**src/rtl/imem_loader.sv**
```systemverilog
`default_nettype none
// ============================================================================
// imem_loader : byte-serial program loader for the instruction memory.
// Packs little-endian bytes into 32-bit words and holds the core in reset.
// Revision    : 1.0 - initial release
// ============================================================================
module imem_loader #(
  parameter int ADDR_W = 8
) (
  input  logic              clk,
  input  logic              rst,
  input  logic              start,
  input  logic [ADDR_W:0]   load_len,
  input  logic              byte_valid,
  input  logic [7:0]        byte_data,
  output logic              byte_ready,
  output logic              imem_we,
  output logic [ADDR_W-1:0] imem_waddr,
  output logic [31:0]       imem_wdata,
  output logic              core_rst,
  output logic              done,
  output logic [ADDR_W:0]   word_count
);

  typedef enum logic [1:0] {
    S_IDLE  = 2'd0,
    S_RECV  = 2'd1,
    S_WRITE = 2'd2,
    S_DONE  = 2'd3
  } state_t;

  localparam logic [ADDR_W:0] c_depth = {1'b1, {ADDR_W{1'b0}}};
  localparam logic [ADDR_W:0] c_one   = {{ADDR_W{1'b0}}, 1'b1};

  state_t              r_state;
  state_t              w_next;
  logic [ADDR_W:0]     r_len;
  logic [1:0]          r_idx;
  logic [31:0]         r_asm;
  logic                r_byte_ready;
  logic                r_we;
  logic [ADDR_W-1:0]   r_waddr;
  logic [31:0]         r_wdata;
  logic                r_core_rst;
  logic                r_done;
  logic [ADDR_W:0]     r_word_count;

  logic                w_start;
  logic                w_accept;
  logic [ADDR_W:0]     w_len_clamp;
  logic [ADDR_W:0]     w_wc_inc;

  assign w_start     = start && (r_state == S_IDLE || r_state == S_DONE);
  // byte_ready is only ever high in RECV, so this also gates by state
  assign w_accept    = byte_valid && r_byte_ready;
  assign w_len_clamp = (load_len > c_depth) ? c_depth : load_len;
  assign w_wc_inc    = r_word_count + c_one;

  always_ff @(posedge clk or negedge rst) begin
    if (!rst) r_state <= S_IDLE;
    else      r_state <= w_next;
  end

  always_comb begin
    w_next = r_state;
    case (r_state)
      S_IDLE, S_DONE: if (start) w_next = (w_len_clamp == '0) ? S_DONE : S_RECV;
      S_RECV:         if (w_accept && r_idx == 2'd3) w_next = S_WRITE;
      S_WRITE:        w_next = (w_wc_inc == r_len) ? S_DONE : S_RECV;
      default:        w_next = S_IDLE;
    endcase
  end

  // Status outputs are registered from the next state so they line up with it
  always_ff @(posedge clk or negedge rst) begin
    if (!rst) begin
      r_byte_ready <= 1'b0;
      r_core_rst   <= 1'b1;
      r_done       <= 1'b0;
    end else begin
      r_byte_ready <= (w_next == S_RECV);
      r_core_rst   <= (w_next != S_DONE);
      r_done       <= (w_next == S_DONE);
    end
  end

  always_ff @(posedge clk or negedge rst) begin
    if (!rst) begin
      r_len        <= '0;
      r_idx        <= 2'd0;
      r_asm        <= 32'd0;
      r_we         <= 1'b0;
      r_waddr      <= '0;
      r_wdata      <= 32'd0;
      r_word_count <= '0;
    end else begin
      r_we <= 1'b0;
      if (w_start) begin
        r_len        <= w_len_clamp;
        r_word_count <= '0;
        r_waddr      <= '0;
        r_idx        <= 2'd0;
      end else if (r_state == S_RECV && w_accept) begin
        r_asm[{r_idx, 3'b000} +: 8] <= byte_data;
        r_idx                       <= r_idx + 2'd1;
        if (r_idx == 2'd3) begin
          r_we    <= 1'b1;
          r_wdata <= {byte_data, r_asm[23:0]};
        end
      end else if (r_state == S_WRITE) begin
        r_waddr      <= r_waddr + 1'b1;
        r_word_count <= w_wc_inc;
        r_idx        <= 2'd0;
      end
    end
  end

  assign byte_ready = r_byte_ready;
  assign imem_we    = r_we;
  assign imem_waddr = r_waddr;
  assign imem_wdata = r_wdata;
  assign core_rst   = r_core_rst;
  assign done       = r_done;
  assign word_count = r_word_count;

endmodule
`default_nettype wire

```
**config.mk**
```make
export PLATFORM = sky130hd
export DESIGN_NAME = imem_loader
export DESIGN_NICKNAME = d
export VERILOG_FILES = /design/src/rtl/imem_loader.sv
export SDC_FILE = /design/constraint.sdc
export NUM_CORES = 1
export LEC_CHECK = 0
export ABC_AREA = 0
export BUFFER_PORTS_ARGS = -buffer_cell sky130_fd_sc_hd__clkbuf_2
export CAP_MARGIN = 25
export CORE_ASPECT_RATIO = 1.75
export CORE_UTILIZATION = 55
export DETAILED_ROUTE_END_ITERATION = 8
export PLACE_DENSITY = 0.87
export SLEW_MARGIN = 15
export SYNTH_ARGS = -nofsm -noshare
export SYNTH_HDL_FRONTEND = slang
export SYNTH_SLANG_ARGS = --single-unit
```
**constraint.sdc**
```tcl
create_clock -name clk -period 2.4 [get_ports clk]
set_input_delay 0.48 -clock clk [delete_from_list [all_inputs] [get_ports clk]]
set_output_delay 0.48 -clock clk [all_outputs]
set_load 0.01 [all_outputs]
```
==> flow_metrics.tcl, run 1 <==
set metrics [dict create \
    p_total_mw 4.554 \
    start_util_pct 57.29 \
    synth_area_leaders "dfrtp_1 (54%), mux2_2 (8.7%), nand2_1 (7.2%), o21ai_0 (4.1%), ha_1 (2.7%)" \
    antenna_found_initial 0 \
    gp_congestion 0.9172 \
    clockRootBuffer "clkbuf_16" \
    ys_seq_elements 90 \
    power.density_nw_per_um2 920.1 \
    synthesis.area_um2 4144 \
    synth_compound_area_share_pct 9.209 \
    cts_made_buffers 9 \
    syn_inst 393 \
    worst_pin_slew_ns 0.6059 \
    synth_adder_area_share_pct 2.717 \
    critPathCaptureType "flop" \
    rrSetupSlack_ns 0.32 \
    grt_pass1_vias 3224 \
    drive_above_1_share_pct 28.15 \
    yosys.area_share.simple_pct 16.97 \
    final_nets 501 \
    p_leak_nw 2.479 \
    totalWireLength_um 9200 \
    die-height_um 116.8 \
    cts_setup_buffers 0 \
    grt_setup_unrepaired "false" \
    grt_pass1_wl_um 14620 \
    synth_flop_cell "dfrtp_1" \
    tns_ns 0 \
    worst_skew_pair.late_latency_ns 0.34 \
    syn_nets 423 \
    hold_path.class "primary input to asynchronous set/reset pin" \
    htree_levels 3 \
    cts_resized 0 \
    cp-start-kind "flop" \
    multiInputGateArea_um2 1784 \
    clk_pin_slew_ns 0.06 \
    wl_per_cell_um 16.37 \
    hold_viol 0 \
    synth-edff-count 0 \
    core_area_um2 7233 \
    cap_violations 0 \
    placed_area_um2 4643 \
    cts.sinks 90 \
    finalCritPeriodShare_pct 86.78 \
    worstSetupStartpoint "word_count[1]" \
    synth.yosys.warnings 0 \
    synth.distinct_cells 48 \
    synth_async_sr_flop_share_pct 100.0 \
    synth_most_common_cell "dfrtp_1" \
    die_x_um 67.62 \
    vias 3183 \
    pin_count 74 \
    rows 41 \
    final_area_um2 4950 \
    reg2regPathDepth 6 \
    drcViolationCount 0 \
    detail-route-antenna-nets 0 \
    path_class "flop to flop" \
    r2r_end "byte_ready" \
    yosys.area.top_type_share_pct 53.74 \
    drt-pass1-iter-count 4 \
    cts_tree "built" \
    seq_area_um2 2253 \
    cp_max_fo 9 \
    run_status "completed" \
    grt_max_degree 48 \
    slew_headroom_pct 59.61 \
    final_max_slew_viol_count 0 \
    clockBufferDepth 2 \
    dp_hpwl_um 6865 \
    fin_worst_skew_ns 0.004734 \
    synth_xor_area_share_pct 5.223 \
    via_per_inst 5.664 \
    cts_hold_buf 0 \
    setup_viol 0 \
    area_growth_pct 19.44 \
    worstPathRequired_ns 2.63 \
    muxShareOfSynthArea_pct 8.937 \
    netlist.top_cell.by_area "dfrtp_1" \
    port_buffers 73 \
    drtIter0Drc 166 \
    synth_top_family_by_area "simple AND/OR/NAND/NOR gates" \
    grt_overflow 0 \
    num-fill-cells 547 \
    antenna_cells 0 \
    fin_crit_ns 2.083 \
    synth_common_cells "dfrtp_1 (89), nand2_1 (79), o21ai_0 (34), mux2_2 (32), nor2_1 (20)" \
    r2r-start "word_count[1]" \
    die_area_um2 7899 \
    grt_util_all_layers_pct 25.70 \
    max_freq_mhz 480.1 \
    postSynthAreaPerCell_um2 10.54 \
    crit_arrival_ns 2.31 \
    vdd_drop_max_mv 0.5301 \
    ys_seq_area_share_pct 54.38 \
]
[routing by layer]
| metal | wire length (um) | track usage (%) |
|---|---|---|
| met1 | 3285 | 24.92 |
| met2 | 5150 | 46.47 |
| met3 | 338 | 4.651 |
| met4 | 425 | 18.87 |
| met5 | 0 | 0 |
[cells by family (layout without fill, tap and decap cells)]
| logic type | count (synthesis) | after routing |
|---|---|---|
| adders and majority gates | 9 | 9 |
| and+or+nand+nor | 151 | 151 |
| AOI/OAI and AO/OA | 64 | 64 |
| muxes | 33 | 33 |
| buffers and inverters | 23 | 106 |
| DFF | 90 | 90 |
| xor gates and xnor gates | 23 | 23 |
[how the worst max path moves through the flow]
stage | slack (ns) | endpoint
floorplan | 0.35 | byte_ready
global placement | 0.39 | byte_ready
detailed placement | 0.35 | byte_ready
CTS | 0.33 | byte_ready
global route | 0.16 | r_asm[4]
finish | 0.32 | byte_ready
[critical path, cell delays in order, from the launching register on]
cell     delay (ns)
dfrtp_1        0.48
ha_1           0.22
xor3_1         0.39
or3_1          0.33
a21oi_2        0.18
o32ai_1        0.14
o211a_1        0.23
[layout make-up]
type	count	share of cell area [%]
inverter	6	0.4550
multi-input combinational	280	36.05
timing repair buffer	84	9.606
clock inverter	4	1.011
tap	86	2.174
sequential	90	45.53
clock buffer	12	5.182
[report_power, final]
group          leakage (nW)  switching [mW]  internal [mW]
clock                 0.145           0.559          0.861
combinational          1.11           0.728          0.486
sequential             1.23           0.178           1.74
[flip-flops by register name, indices dropped and copies added (netlist names)]
name / cells
word_count: 9
done: 1
imem_we: 1
imem_waddr: 8
r_idx: 2
r_len: 9
core_rst: 1
imem_wdata: 32
r_asm: 24
byte_ready: 1
r_state: 2
[placed cells by master, fill, tap and decap left out, types with 3 or more instances in the layout]
cell	netlist	final
clkbuf_2	0	72
a31oi_1	3	3
nor3b_1	4	4
clkbuf_16	0	9
nand4_1	6	6
inv_1	6	6
mux2_2	32	32
nand2b_1	11	11
a21oi_1	10	10
buf_4	1	10
a21o_1	3	3
nand3_1	8	8
nor2_1	20	20
xnor2_1	11	11
dfrtp_1	89	89
nor3_1	5	5
xor2_1	11	11
or3_1	3	3
ha_1	9	9
o211ai_1	3	3
nand2_1	79	79
o21ai_0	34	34
[metrics by stage]
| stage | worst slack, ns | util [%] | hold WS (ns) | std cells |
|---|---|---|---|---|
| finish | 0.3172 | 68.43 | 0.1483 | 562 |
| global route | 0.1599 | 68.43 | 0.1976 | 562 |
| CTS | 0.3263 | 68.43 | 0.1687 | 562 |
| detailed placement | 0.3492 | 64.19 | 0.4713 | 546 |
| global placement | 0.3927 | 64.19 | 0.4591 | 546 |
| floorplan | 0.3528 | - | 0.1844 | 393 |
Power figures use the tool's default switching activity.
==> run 2: changes to the inputs <==
--- a/config.mk
+++ b/config.mk
@@ -9,9 +9,9 @@
 export BUFFER_PORTS_ARGS = -buffer_cell sky130_fd_sc_hd__clkbuf_2
 export CAP_MARGIN = 25
 export CORE_ASPECT_RATIO = 1.75
-export CORE_UTILIZATION = 55
+export CORE_UTILIZATION = 45
 export DETAILED_ROUTE_END_ITERATION = 8
-export PLACE_DENSITY = 0.87
+export PLACE_DENSITY = 0.75
 export SLEW_MARGIN = 15
 export SYNTH_ARGS = -nofsm -noshare
 export SYNTH_HDL_FRONTEND = slang
==> run 2 against run 1 <==
  * Largest cell class unchanged
  * Final cell count increased by 5.5%
  * Worst hold slack worse by 0.086 ns
  * Via count shrank 3.4%
  * Critical path type unchanged
  * Largest power group unchanged
  * Sequential share of layout area is 0.069 points higher
  * Critical endpoint unchanged
  * Setup slack got worse by 0.054 ns
  * Maximum frequency fell by 2.5%
  * Highest routed layer unchanged
==> flow_metrics.tcl, run 2 (synthesized netlist as in run 1, its figures left out) <==
set metrics [dict create \
    run_status "completed" \
    grt_util_all_layers_pct 20.45 \
    placed_cells 578 \
    cts_resized 0 \
    core_area_um2 8979 \
    seq_area_um2 2253 \
    worst_pin_slew_ns 0.4631 \
    grt_pass1_vias 3066 \
    die-height_um 128.9 \
    p_total_mw 4.375 \
    area_growth_pct 19.26 \
    grt_pass1_wl_um 14520 \
    grt_max_degree 63 \
    crit_arrival_ns 2.37 \
    fin_worst_skew_ns 0.005484 \
    finalCritPeriodShare_pct 89.04 \
    cts_made_buffers 9 \
    wl_per_cell_um 15.01 \
    start_util_pct 46.15 \
    drive_above_1_share_pct 27.70 \
    gp_congestion 0.8334 \
    cts.sinks 90 \
    clockBufferDepth 2 \
    clockRootBuffer "clkbuf_16" \
    fin_ws_ns 0.2631 \
    cap_violations 0 \
    worstPathRequired_ns 2.63 \
    vdd_drop_max_mv 0.5178 \
    slew_headroom_pct 69.13 \
    detail-route-antenna-nets 0 \
    cts_hold_buf 0 \
    drtIter0Drc 95 \
    layoutNonFillerInstCount 593 \
    largest_register_ffs 32 \
    antenna_found_initial 0 \
    critPathCaptureType "flop" \
    num-fill-cells 826 \
    port_buffers 73 \
    worst_skew_pair.late_latency_ns 0.34 \
    tns_ns 0 \
    rrSetupSlack_ns 0.26 \
    via_per_inst 5.184 \
    htree_levels 3 \
    grt_setup_unrepaired "false" \
    drcViolationCount 0 \
    die_area_um2 9612 \
    cp-start-kind "flop" \
    reg2regPathDepth 6 \
    drt-pass1-iter-count 4 \
    cp_max_fo 10 \
    r2r_end "byte_ready" \
    dp_hpwl_um 6672 \
    fin_util_pct 55.04 \
    final_nets 499 \
    max_freq_mhz 468.0 \
    mostFrequentLayoutCells "dfrtp_1 (89), nand2_1 (79), clkbuf_2 (72)" \
    setup_viol 0 \
    clk_pin_slew_ns 0.06 \
    place_ws_ns 0.2947 \
    hold_path.class "primary input to asynchronous set/reset pin" \
    totalWireLength_um 8898 \
    r2r-start "word_count[0]" \
    die_x_um 74.54 \
    hold_viol 0 \
    antenna_cells 0 \
    grt_overflow 0 \
    final_max_slew_viol_count 0 \
    p_leak_nw 2.451 \
    rows 46 \
    path_class "flop to flop" \
    power.density_nw_per_um2 885.3 \
    final_common_cell "dfrtp_1" \
    vias 3074 \
    fin_crit_ns 2.137 \
    cts_setup_buffers 0 \
    multiInputGateArea_um2 1784 \
    cts_tree "built" \
    pin_count 74 \
]
## run 2: final cells by class
class,instances,area share (%)
sequential,90,45.59
timing repair buffer,82,9.316
multi-input combinational,280,36.10
clock inverter,4,0.5823
clock buffer,11,4.911
inverter,6,0.4557
tap,120,3.038
## run 2: worst max-delay path: stages, from the launching register on
cell and delay, ns:
dfrtp_1 0.49, ha_1 0.26, buf_4 0.16, or4_1 0.51, a21oi_1 0.22, o32ai_1 0.16
o211a_1 0.22
## run 2: where the power goes
part | leakage (nW) | internal (mW) | total, mW | switching [mW]
clock | 0.128 | 0.723 | 1.28 | 0.556
sequential | 1.23 | 1.74 | 1.93 | 0.191
combinational | 1.10 | 0.467 | 1.16 | 0.696
total | 2.45 | 2.93 | 4.38 | 1.44
## run 2: worst max-delay path by stage
stage	to	from	slack [ns]
final	byte_ready	word_count[0]	0.26
after global routing	byte_ready	word_count[0]	0.16
after CTS	byte_ready	word_count[0]	0.28
after detailed placement	byte_ready	word_count[0]	0.29
after global placement	byte_ready	word_count[0]	0.33
after floorplan	byte_ready	word_count[1]	0.35
## run 2: through the flow
step / hold WS, ns / area, um2
detailed placement: 0.4321 / 4671
global placement: 0.4294 / 4671
finish: 0.06248 / 4942
floorplan: 0.1844 / 4144
CTS: 0.06624 / 4942
global route: 0.08510 / 4942
## run 2: routing by layer
metal | vias up | wire, um | GRT usage [%]
li1 | 1494 | - | -
met1 | 1476 | 3379 | 22.30
met2 | 88 | 4936 | 36.78
met3 | 16 | 351 | 3.524
met4 | 0 | 231 | 10.32
met5 | - | 0 | 0
==> run 3: changes to the inputs <==
--- a/config.mk
+++ b/config.mk
@@ -5,7 +5,7 @@
 export SDC_FILE = /design/constraint.sdc
 export NUM_CORES = 1
 export LEC_CHECK = 0
-export ABC_AREA = 0
+export ABC_AREA = 1
 export BUFFER_PORTS_ARGS = -buffer_cell sky130_fd_sc_hd__clkbuf_2
 export CAP_MARGIN = 25
 export CORE_ASPECT_RATIO = 1.75
==> run 3 against run 2 <==
  * Worst hold slack lost 0.0048 ns
  * Cell area shrank 0.43%
  * Clock power rose by 11%
  * Register-to-register slack got worse by 0.06 ns
  * Synthesized cell count rose by 19%
  * Clock-buffer cell count increased by 1
  * Synthesized area decreased by 1.3%
  * Via count increased by 10%
  * Critical endpoint is now word_count[8]
  * Global-route usage is 1.2 points higher
==> flow_metrics.tcl, run 3 <==
set metrics [dict create \
    run_status "completed" \
    synth_xor_area_share_pct 0.7650 \
    dp_hpwl_um 6972 \
    power.density_nw_per_um2 1112 \
    grt_util_all_layers_pct 21.62 \
    fin_worst_skew_ns 0.004440 \
    drtIter0Drc 270 \
    final_area_um2 4921 \
    netlist.top_cell.by_area "dfrtp_1" \
    synth.distinct_cells 34 \
    drcViolationCount 0 \
    die-height_um 128.1 \
    synth.yosys.warnings 0 \
    port_buffers 73 \
    synth_most_common_cell "nand2_1" \
    layoutNonFillerInstCount 666 \
    final_max_slew_viol_count 0 \
    syn_inst 467 \
    grt_max_degree 47 \
    via_per_inst 5.081 \
    cts_tree "built" \
    num-fill-cells 784 \
    htree_levels 3 \
    drive_above_1_share_pct 19.85 \
    cts_hold_buf 0 \
    worstPathRequired_ns 2.60 \
    critPathCaptureType "flop" \
    synth_common_cells "nand2_1 (116), dfrtp_1 (89), inv_1 (65), o21ai_0 (64), nand3_1 (33)" \
    synth-edff-count 0 \
    hold_path.class "primary input to asynchronous set/reset pin" \
    cp_max_fo 15 \
    start_util_pct 46.85 \
    gp_congestion 0.8419 \
    synth_flop_cell "dfrtp_1" \
    rows 45 \
    setup_viol 0 \
    clk_pin_slew_ns 0.06 \
    detail-route-antenna-nets 0 \
    synthesis.area_um2 4089 \
    clockBufferDepth 2 \
    p_leak_nw 2.540 \
    drt-pass1-iter-count 4 \
    cap_violations 0 \
    antenna_found_initial 0 \
    synth_top_family_by_area "simple AND/OR/NAND/NOR gates" \
    yosys.area_share.simple_pct 22.55 \
    tns_ns 0 \
    worst_skew_pair.late_latency_ns 0.34 \
    max_freq_mhz 455.1 \
    final_nets 574 \
    postSynthAreaPerCell_um2 8.756 \
    fin_hold_ws_ns 0.05768 \
    largest_register_ffs 32 \
    cts_made_buffers 9 \
    ys_seq_area_share_pct 55.11 \
    crit_arrival_ns 2.40 \
    grt_pass1_wl_um 15500 \
    worst_pin_slew_ns 0.4185 \
    synth_adder_area_share_pct 2.754 \
    die_area_um2 9486 \
    yosys.area.top_type_share_pct 54.47 \
    synth_area_leaders "dfrtp_1 (54%), nand2_1 (11%), o21ai_0 (7.8%), inv_1 (6.0%), nand3_1 (4.0%)" \
    wl_per_cell_um 13.75 \
    grt_overflow 0 \
    placed_cells 650 \
    ys_seq_elements 90 \
    grt_pass1_vias 3307 \
    hold_viol 0 \
    die_x_um 74.06 \
    path_class "flop to flop" \
    final_common_cell "nand2_1" \
    fin_crit_ns 2.198 \
    synth_compound_area_share_pct 10.86 \
    vdd_drop_max_mv 0.6288 \
    pin_count 74 \
    core_area_um2 8727 \
    totalWireLength_um 9159 \
    clockRootBuffer "clkbuf_16" \
    synth_async_sr_flop_share_pct 100.0 \
    finalCritPeriodShare_pct 91.56 \
    antenna_cells 0 \
    area_growth_pct 20.35 \
    mostFrequentLayoutCells "nand2_1 (115), dfrtp_1 (89), clkbuf_2 (72)" \
    cts.sinks 90 \
    grt_setup_unrepaired "false" \
    syn_nets 497 \
    slew_headroom_pct 72.10 \
    muxShareOfSynthArea_pct 0.2448 \
    placed_area_um2 4607 \
    cp-start-kind "flop" \
    vias 3384 \
]
run 3: metal layers:
metal | wire length [um] | track usage (%) | up-vias | share of wire [%]
li1 | - | - | 1665 | -
met1 | 3573 | 24.46 | 1618 | 39
met2 | 5025 | 38.02 | 85 | 55
met3 | 317 | 4.481 | 16 | 3.5
met4 | 241 | 9.502 | 0 | 2.6
met5 | 0 | 0 | - | 0
run 3: final cells by class:
cell class | count | area, um2 | share of cell area [%]
Sequential cell | 90 | 2253 | 45.79
Multi-Input combinational cell | 298 | 1523 | 30.94
Timing Repair Buffer | 78 | 430.4 | 8.747
Inverter | 67 | 260.3 | 5.289
Clock buffer | 12 | 256.5 | 5.212
Tap cell | 117 | 146.4 | 2.975
Clock inverter | 4 | 51.30 | 1.042
run 3: kinds of logic (layout without fill, tap and decap cells):
kind of cell / after synthesis / in the layout
AO/OA/AOI/OAI: 83 / 83
XOR/XNOR: 2 / 2
adder cells (fa/ha/maj): 9 / 9
buffers and inverters: 79 / 161
flip-flops: 90 / 90
multiplexers: 1 / 1
AND/OR/NAND/NOR: 203 / 203
run 3: critical path, stage by stage (launching register included):
cell and delay (ns):
dfrtp_1 0.39, inv_1 0.06, ha_1 0.37, nand2_4 0.19
clkinv_4 0.16, a21oi_4 0.20, inv_1 0.19, nand2_1 0.33
o21ai_0 0.16
run 3: repair_timing:
| action | 4_1_cts | 5_1_grt |
|---|---|---|
| endpoints found under the setup margin | 0 | 11 |
| setup buffers | 0 | 0 |
| gates resized for setup | 0 | 2 |
run 3: metrics by stage:
stage | power, mW | util (%) | worst slack, ns
after detailed placement | 4.083 | 52.79 | 0.1791
after global routing | 5.897 | 56.39 | 0.01325
after global placement | 4.003 | 52.79 | 0.2858
after CTS | 5.524 | 56.32 | 0.1828
after floorplan | 3.439 | - | 0.6635
final | 5.473 | 56.39 | 0.2025
run 3: power breakdown:
part	internal [mW]	total, mW	switching, mW
Clock	0.863	1.42	0.560
Combinational	0.631	1.83	1.20
Sequential	1.96	2.22	0.261
run 3: worst paths after layout:
check,start,end,slack (ns),cells past startpoint
worst max-delay path,r_state[0],word_count[8],0.20,8
worst min-delay path,rst,imem_wdata[2],0.06,1
worst max register to register,r_state[0],word_count[8],0.20,8
worst min register to register,imem_wdata[14],imem_wdata[14],0.48,2
max in group asynchronous,rst,imem_wdata[10],1.68,2
min in group clk,load_len[3],r_len[3],0.41,3
